==> config.mk <==
export PLATFORM = sky130hd
export DESIGN_NAME = de_md_issue_reg_flat
export DESIGN_NICKNAME = d
export VERILOG_FILES = /design/src/rtl/de_md_issue_reg_if.sv /design/src/rtl/de_md_issue_reg.sv /design/src/flat_wrapper.sv
export SDC_FILE = /design/constraint.sdc
export NUM_CORES = 1
export LEC_CHECK = 0
export CORE_ASPECT_RATIO = 0.7
export CORE_UTILIZATION = 41
export CTS_BUF_LIST = sky130_fd_sc_hd__clkbuf_4
export CTS_CLUSTER_DIAMETER = 150
export CTS_CLUSTER_SIZE = 8
export DETAILED_ROUTE_END_ITERATION = 6
export PLACE_DENSITY = 0.83
export SYNTH_ARGS = -nofsm -noshare
export SYNTH_HDL_FRONTEND = slang
export SYNTH_SLANG_ARGS = --single-unit
==> constraint.sdc <==
create_clock -name clk -period 7 [get_ports clk]
set_input_delay 1.05 -clock clk [delete_from_list [all_inputs] [get_ports clk]]
set_output_delay 1.05 -clock clk [all_outputs]
set_load 0.03 [all_outputs]
==> src/rtl/de_md_issue_reg_if.sv <==
// rtl/de_md_issue_reg_if.sv - D/E issue register bus between decode and the E stage
interface de_md_issue_reg_if #(
    parameter int CNT_W = 32
);
    logic [31:0]      instr_d;
    logic [31:0]      pc_d;
    logic [31:0]      rs_val_d;
    logic [31:0]      rt_val_d;
    logic             stall_other;
    logic             md_busy_e;
    logic [31:0]      instr_e;
    logic [31:0]      pc_e;
    logic [31:0]      a_e;
    logic [31:0]      b_e;
    logic             md_start_e;
    logic             stall_d;
    logic             md_stall;
    logic [CNT_W-1:0] stall_cnt;

    modport master (
        output instr_d, pc_d, rs_val_d, rt_val_d, stall_other, md_busy_e,
        input  instr_e, pc_e, a_e, b_e, md_start_e, stall_d, md_stall, stall_cnt
    );

    modport slave (
        input  instr_d, pc_d, rs_val_d, rt_val_d, stall_other, md_busy_e,
        output instr_e, pc_e, a_e, b_e, md_start_e, stall_d, md_stall, stall_cnt
    );
endinterface

==> src/rtl/de_md_issue_reg.sv <==
// rtl/de_md_issue_reg.sv - D/E pipeline register with mult/div interlock and stall counter
module de_md_issue_reg #(
    parameter logic [31:0] RESET_PC = 32'h0000_3000,
    parameter int          CNT_W    = 32
) (
    input  logic               clk,
    input  logic               reset,
    de_md_issue_reg_if.slave   bus
);

    function automatic logic is_md_class(input logic [31:0] w);
        return (w[31:26] == 6'b000000) &&
               (w[5:0] inside {6'h10, 6'h11, 6'h12, 6'h13, 6'h18, 6'h19, 6'h1A, 6'h1B});
    endfunction

    function automatic logic is_md_start(input logic [31:0] w);
        return (w[31:26] == 6'b000000) &&
               (w[5:0] inside {6'h18, 6'h19, 6'h1A, 6'h1B});
    endfunction

    logic [31:0]      instr_q, instr_d;
    logic [31:0]      pc_q, pc_d;
    logic [31:0]      a_q, a_d;
    logic [31:0]      b_q, b_d;
    logic [CNT_W-1:0] cnt_q, cnt_d;
    logic             md_start;
    logic             md_stall;
    logic             stall;

    // md_start covers the cycle a start op sits in E before the unit raises busy
    always_comb begin
        md_start = is_md_start(instr_q);
        md_stall = is_md_class(bus.instr_d) & (bus.md_busy_e | md_start);
        stall    = md_stall | bus.stall_other;

        instr_d = bus.instr_d;
        pc_d    = bus.pc_d;
        a_d     = bus.rs_val_d;
        b_d     = bus.rt_val_d;
        cnt_d   = cnt_q;

        if (stall) begin
            instr_d = 32'h0000_0000;
            a_d     = 32'h0000_0000;
            b_d     = 32'h0000_0000;
            if (cnt_q != {CNT_W{1'b1}}) begin
                cnt_d = cnt_q + CNT_W'(1);
            end
        end
    end

    always_ff @(posedge clk or posedge reset) begin
        if (reset) begin
            instr_q <= 32'h0000_0000;
            pc_q    <= RESET_PC;
            a_q     <= 32'h0000_0000;
            b_q     <= 32'h0000_0000;
            cnt_q   <= '0;
        end else begin
            instr_q <= instr_d;
            pc_q    <= pc_d;
            a_q     <= a_d;
            b_q     <= b_d;
            cnt_q   <= cnt_d;
        end
    end

    assign bus.instr_e    = instr_q;
    assign bus.pc_e       = pc_q;
    assign bus.a_e        = a_q;
    assign bus.b_e        = b_q;
    assign bus.md_start_e = md_start;
    assign bus.md_stall   = md_stall;
    assign bus.stall_d    = stall;
    assign bus.stall_cnt  = cnt_q;

endmodule
==> src/flat_wrapper.sv <==
// flat-port wrapper written by rule: the top's interface ports become plain ports
module de_md_issue_reg_flat 
#(
    parameter logic [31:0] RESET_PC = 32'h0000_3000,
    parameter int          CNT_W    = 32
)
  (clk, reset, bus_instr_d, bus_pc_d, bus_rs_val_d, bus_rt_val_d, bus_stall_other, bus_md_busy_e, bus_instr_e, bus_pc_e, bus_a_e, bus_b_e, bus_md_start_e, bus_stall_d, bus_md_stall, bus_stall_cnt);
  de_md_issue_reg_if #(.CNT_W(CNT_W)) bus_i ();
  input  logic clk;
  input  logic reset;
  input wire logic [$bits(bus_i.instr_d)-1:0] bus_instr_d;
  input wire logic [$bits(bus_i.pc_d)-1:0] bus_pc_d;
  input wire logic [$bits(bus_i.rs_val_d)-1:0] bus_rs_val_d;
  input wire logic [$bits(bus_i.rt_val_d)-1:0] bus_rt_val_d;
  input wire logic [$bits(bus_i.stall_other)-1:0] bus_stall_other;
  input wire logic [$bits(bus_i.md_busy_e)-1:0] bus_md_busy_e;
  output wire logic [$bits(bus_i.instr_e)-1:0] bus_instr_e;
  output wire logic [$bits(bus_i.pc_e)-1:0] bus_pc_e;
  output wire logic [$bits(bus_i.a_e)-1:0] bus_a_e;
  output wire logic [$bits(bus_i.b_e)-1:0] bus_b_e;
  output wire logic [$bits(bus_i.md_start_e)-1:0] bus_md_start_e;
  output wire logic [$bits(bus_i.stall_d)-1:0] bus_stall_d;
  output wire logic [$bits(bus_i.md_stall)-1:0] bus_md_stall;
  output wire logic [$bits(bus_i.stall_cnt)-1:0] bus_stall_cnt;
  assign bus_i.instr_d = bus_instr_d;
  assign bus_i.pc_d = bus_pc_d;
  assign bus_i.rs_val_d = bus_rs_val_d;
  assign bus_i.rt_val_d = bus_rt_val_d;
  assign bus_i.stall_other = bus_stall_other;
  assign bus_i.md_busy_e = bus_md_busy_e;
  assign bus_instr_e = bus_i.instr_e;
  assign bus_pc_e = bus_i.pc_e;
  assign bus_a_e = bus_i.a_e;
  assign bus_b_e = bus_i.b_e;
  assign bus_md_start_e = bus_i.md_start_e;
  assign bus_stall_d = bus_i.stall_d;
  assign bus_md_stall = bus_i.md_stall;
  assign bus_stall_cnt = bus_i.stall_cnt;
  de_md_issue_reg #(.RESET_PC(RESET_PC), .CNT_W(CNT_W)) u_core (.clk(clk), .reset(reset), .bus(bus_i));
endmodule
==> impl_metrics.env <==
export IMPL_outcome="finished, final reports clean"
export IMPL_whs_ns=0.507
export IMPL_ys_ff_latch=160
export IMPL_clkTransAtPathRegs_ns=0.14
export IMPL_rrSetupSlack_ns=4.47
export IMPL_hold_viol=0
export IMPL_crit_top_cell="clkdlybuf4s50_1"
export IMPL_antenna_found_initial=0
export IMPL_ys_warnings_count=0
export IMPL_cts_root_buffer="clkbuf_4"
export IMPL_crit_fanout=58
export IMPL_placedCellCount=864
export IMPL_synth_ff_type="dfrtp_1"
export IMPL_gp_congestion=0.856
export IMPL_syn_cell_area_um2=5600
export IMPL_drive_gt1_frac=0.0759
export IMPL_hp_class="register to register"
export IMPL_die_x_um=142
export IMPL_period_needed_ns=4.27
export IMPL_multi_input_area_um2=1500
export IMPL_slowest_stage="clkdlybuf4s50_1"
export IMPL_p_leak_nw=3.87
export IMPL_cts_tree="done"
export IMPL_slowest_delay_ns=0.69
export IMPL_place_ws_ns=2.72
export IMPL_numCtsBuffers=17
export IMPL_rsz0062_at_grt="false"
export IMPL_required_ns=5.95
export IMPL_nets=831
export IMPL_grt_pass1_wl_um=23100
export IMPL_finClkSkew_ns=0.0305
export IMPL_synth_edff_count=0
export IMPL_syn_nets=531
export IMPL_crit_path_end_kind="output port"
export IMPL_antenna_cells=0
export IMPL_stdcell_count=896
export IMPL_io_pins=295
export IMPL_setup_tns_final_ns=0
export IMPL_layout_commonest_cell="clkdlybuf4s50_1"
export IMPL_tightest_slew_ns=1.00
export IMPL_finalSetupViolations=0
export IMPL_cts_max_path_buffers=2
export IMPL_dp_hpwl_um=11300
export IMPL_powerDensity_nw_per_um2=238
export IMPL_clock_latency_ns=0.54
export IMPL_synth_distinct_cells=38
export IMPL_cts_setup_buffers=0
export IMPL_post_cts_resized=0
export IMPL_numPortBuffers=294
export IMPL_seq_area_frac_synth=0.716
export IMPL_die_area_um2=14100
export IMPL_drtPass1Iterations=4
export IMPL_max_slew_margin_rel=0.332
export IMPL_final_max_slew_viol_count=0
export IMPL_htreeDepth=4
export IMPL_seq_area_um2=4010
export IMPL_core_um2=13200
export IMPL_fin_ws_ns=2.73
export IMPL_drtIter0Drc=226
export IMPL_final_cell_mix="clkdlybuf4s50_1, dfrtp_1, and2_1, xor2_1, clkbuf_4"
export IMPL_area_delta_synth_final_pct=61.4
export IMPL_grt_max_degree=84
export IMPL_num_rows=35
export IMPL_overflow=0
export IMPL_cp_start_kind="input port"
export IMPL_grt_pass1_vias=4193
export IMPL_initial_core_util=0.423
export IMPL_vdd_ir_drop_worst_mv=0.109
export IMPL_nFillCells=951
export IMPL_fmax_mhz=234
export IMPL_cts_sinks=160
export IMPL_ant_nets=0
export IMPL_fin_total_pwr_mw=2.15
export IMPL_via_per_inst=4.59
export IMPL_crit_chain="clkdlybuf4s50_1 > nor4b_2 > a31oi_1 > a21o_4 > inv_1 > clkdlybuf4s50_1"
export IMPL_wl_per_cell_um=16.9
export IMPL_cts_hold_buf=0
export IMPL_fin_crit_sh=0.610
export IMPL_num_vias=4109
export IMPL_synth_area_per_cell_um2=14.1
export IMPL_grt_total_usage=0.219
export IMPL_drc=0
export IMPL_worstPathArrival_ns=3.22
export IMPL_routed_wl_um=15200
export IMPL_path_class="input port to output port"
export IMPL_cap_violations=0
export IMPL_die_y_um=99.8
export IMPL_async_reset_ff_frac=1.00
export IMPL_synth_cells=398
critical path, delay by kind of cell:
family | cells | cell delay (ns)
AOI/OAI and AO/OA | 2 | 0.49
and+or+nand+nor | 1 | 0.34
buffers and inverters | 3 | 1.31
power by group:
part	switching [mW]	internal, mW
clock network	0.378	0.200
logic	0.273	0.239
registers	0.0647	0.999
final cells by class:
cell class | count | area share
clock buffer | 17 | 0.0141
clock inverter | 15 | 0.0206
inverter | 4 | 0.00222
multi-input combinational | 219 | 0.166
sequential | 160 | 0.443
tap | 185 | 0.0256
timing repair buffer | 296 | 0.327
metrics by stage:
step                area [um^2]   util
global placement           8720  0.659
floorplan                  5600      -
CTS                        9030  0.683
detailed placement         8720  0.659
finish                     9030  0.683
global route               9030  0.683
cells by family after synthesis:
group,count (synthesis),synth area share
and+or+nand+nor,181,0.205
DFF,160,0.716
xor gates and xnor gates,30,0.0469
buffers and inverters,19,0.0168
AOI/OAI and AO/OA,5,0.00894
muxes,2,0.00469
adders and majority gates,1,0.00224
metal layers:
metal | track usage | vias up | routed length, um
li1 | - | 1908 | -
met1 | 0.266 | 2021 | 6120
met2 | 0.368 | 167 | 7690
met3 | 0.0785 | 13 | 1200
met4 | 0.0678 | 0 | 168
met5 | 0 | - | 0
Yosys cell counts (all sizes together) (2+ instances only):
master | n | area share
nor2b | 5 | 0.0056
and3 | 7 | 0.0078
clkbuf | 9 | 0.0060
nor2 | 9 | 0.0065
nor4b | 5 | 0.010
mux2 | 2 | 0.0047
xor2 | 28 | 0.044
buf | 6 | 0.0080
nor3 | 9 | 0.013
nor3b | 2 | 0.0027
inv | 4 | 0.0027
nand4 | 9 | 0.011
nand3 | 10 | 0.0089
dfrtp | 158 | 0.71
nand2 | 14 | 0.0094
xnor2 | 2 | 0.0031
nor4 | 15 | 0.022
dfstp | 2 | 0.0094
and2 | 92 | 0.10
state kept, by name (all words and copies together), names as in the netlist:
register / cells
u_core.bus.b_e: 32
u_core.bus.a_e: 32
u_core.bus.instr_e: 32
u_core.bus.pc_e: 32
u_core.bus.stall_cnt: 32
path summary, 6_finish.rpt:
check	startpoint	to	depth (start not counted)
worst min register to register	u_core.bus.stall_cnt[23]$_DFFE_PP0P_	u_core.bus.stall_cnt[23]$_DFFE_PP0P_	1
max in group asynchronous	reset	u_core.bus.b_e[11]$_DFF_PP0_	3
worst max-delay path	bus_instr_d[30]	bus_stall_d	6
min in group asynchronous	reset	u_core.bus.a_e[4]$_DFF_PP0_	2
worst max register to register	u_core.bus.stall_cnt[0]$_DFFE_PP0P_	u_core.bus.stall_cnt[1]$_DFFE_PP0P_	6
worst min-delay path	u_core.bus.stall_cnt[23]$_DFFE_PP0P_	u_core.bus.stall_cnt[23]$_DFFE_PP0P_	1
Note: power is estimated with default switching activity, not from simulation.
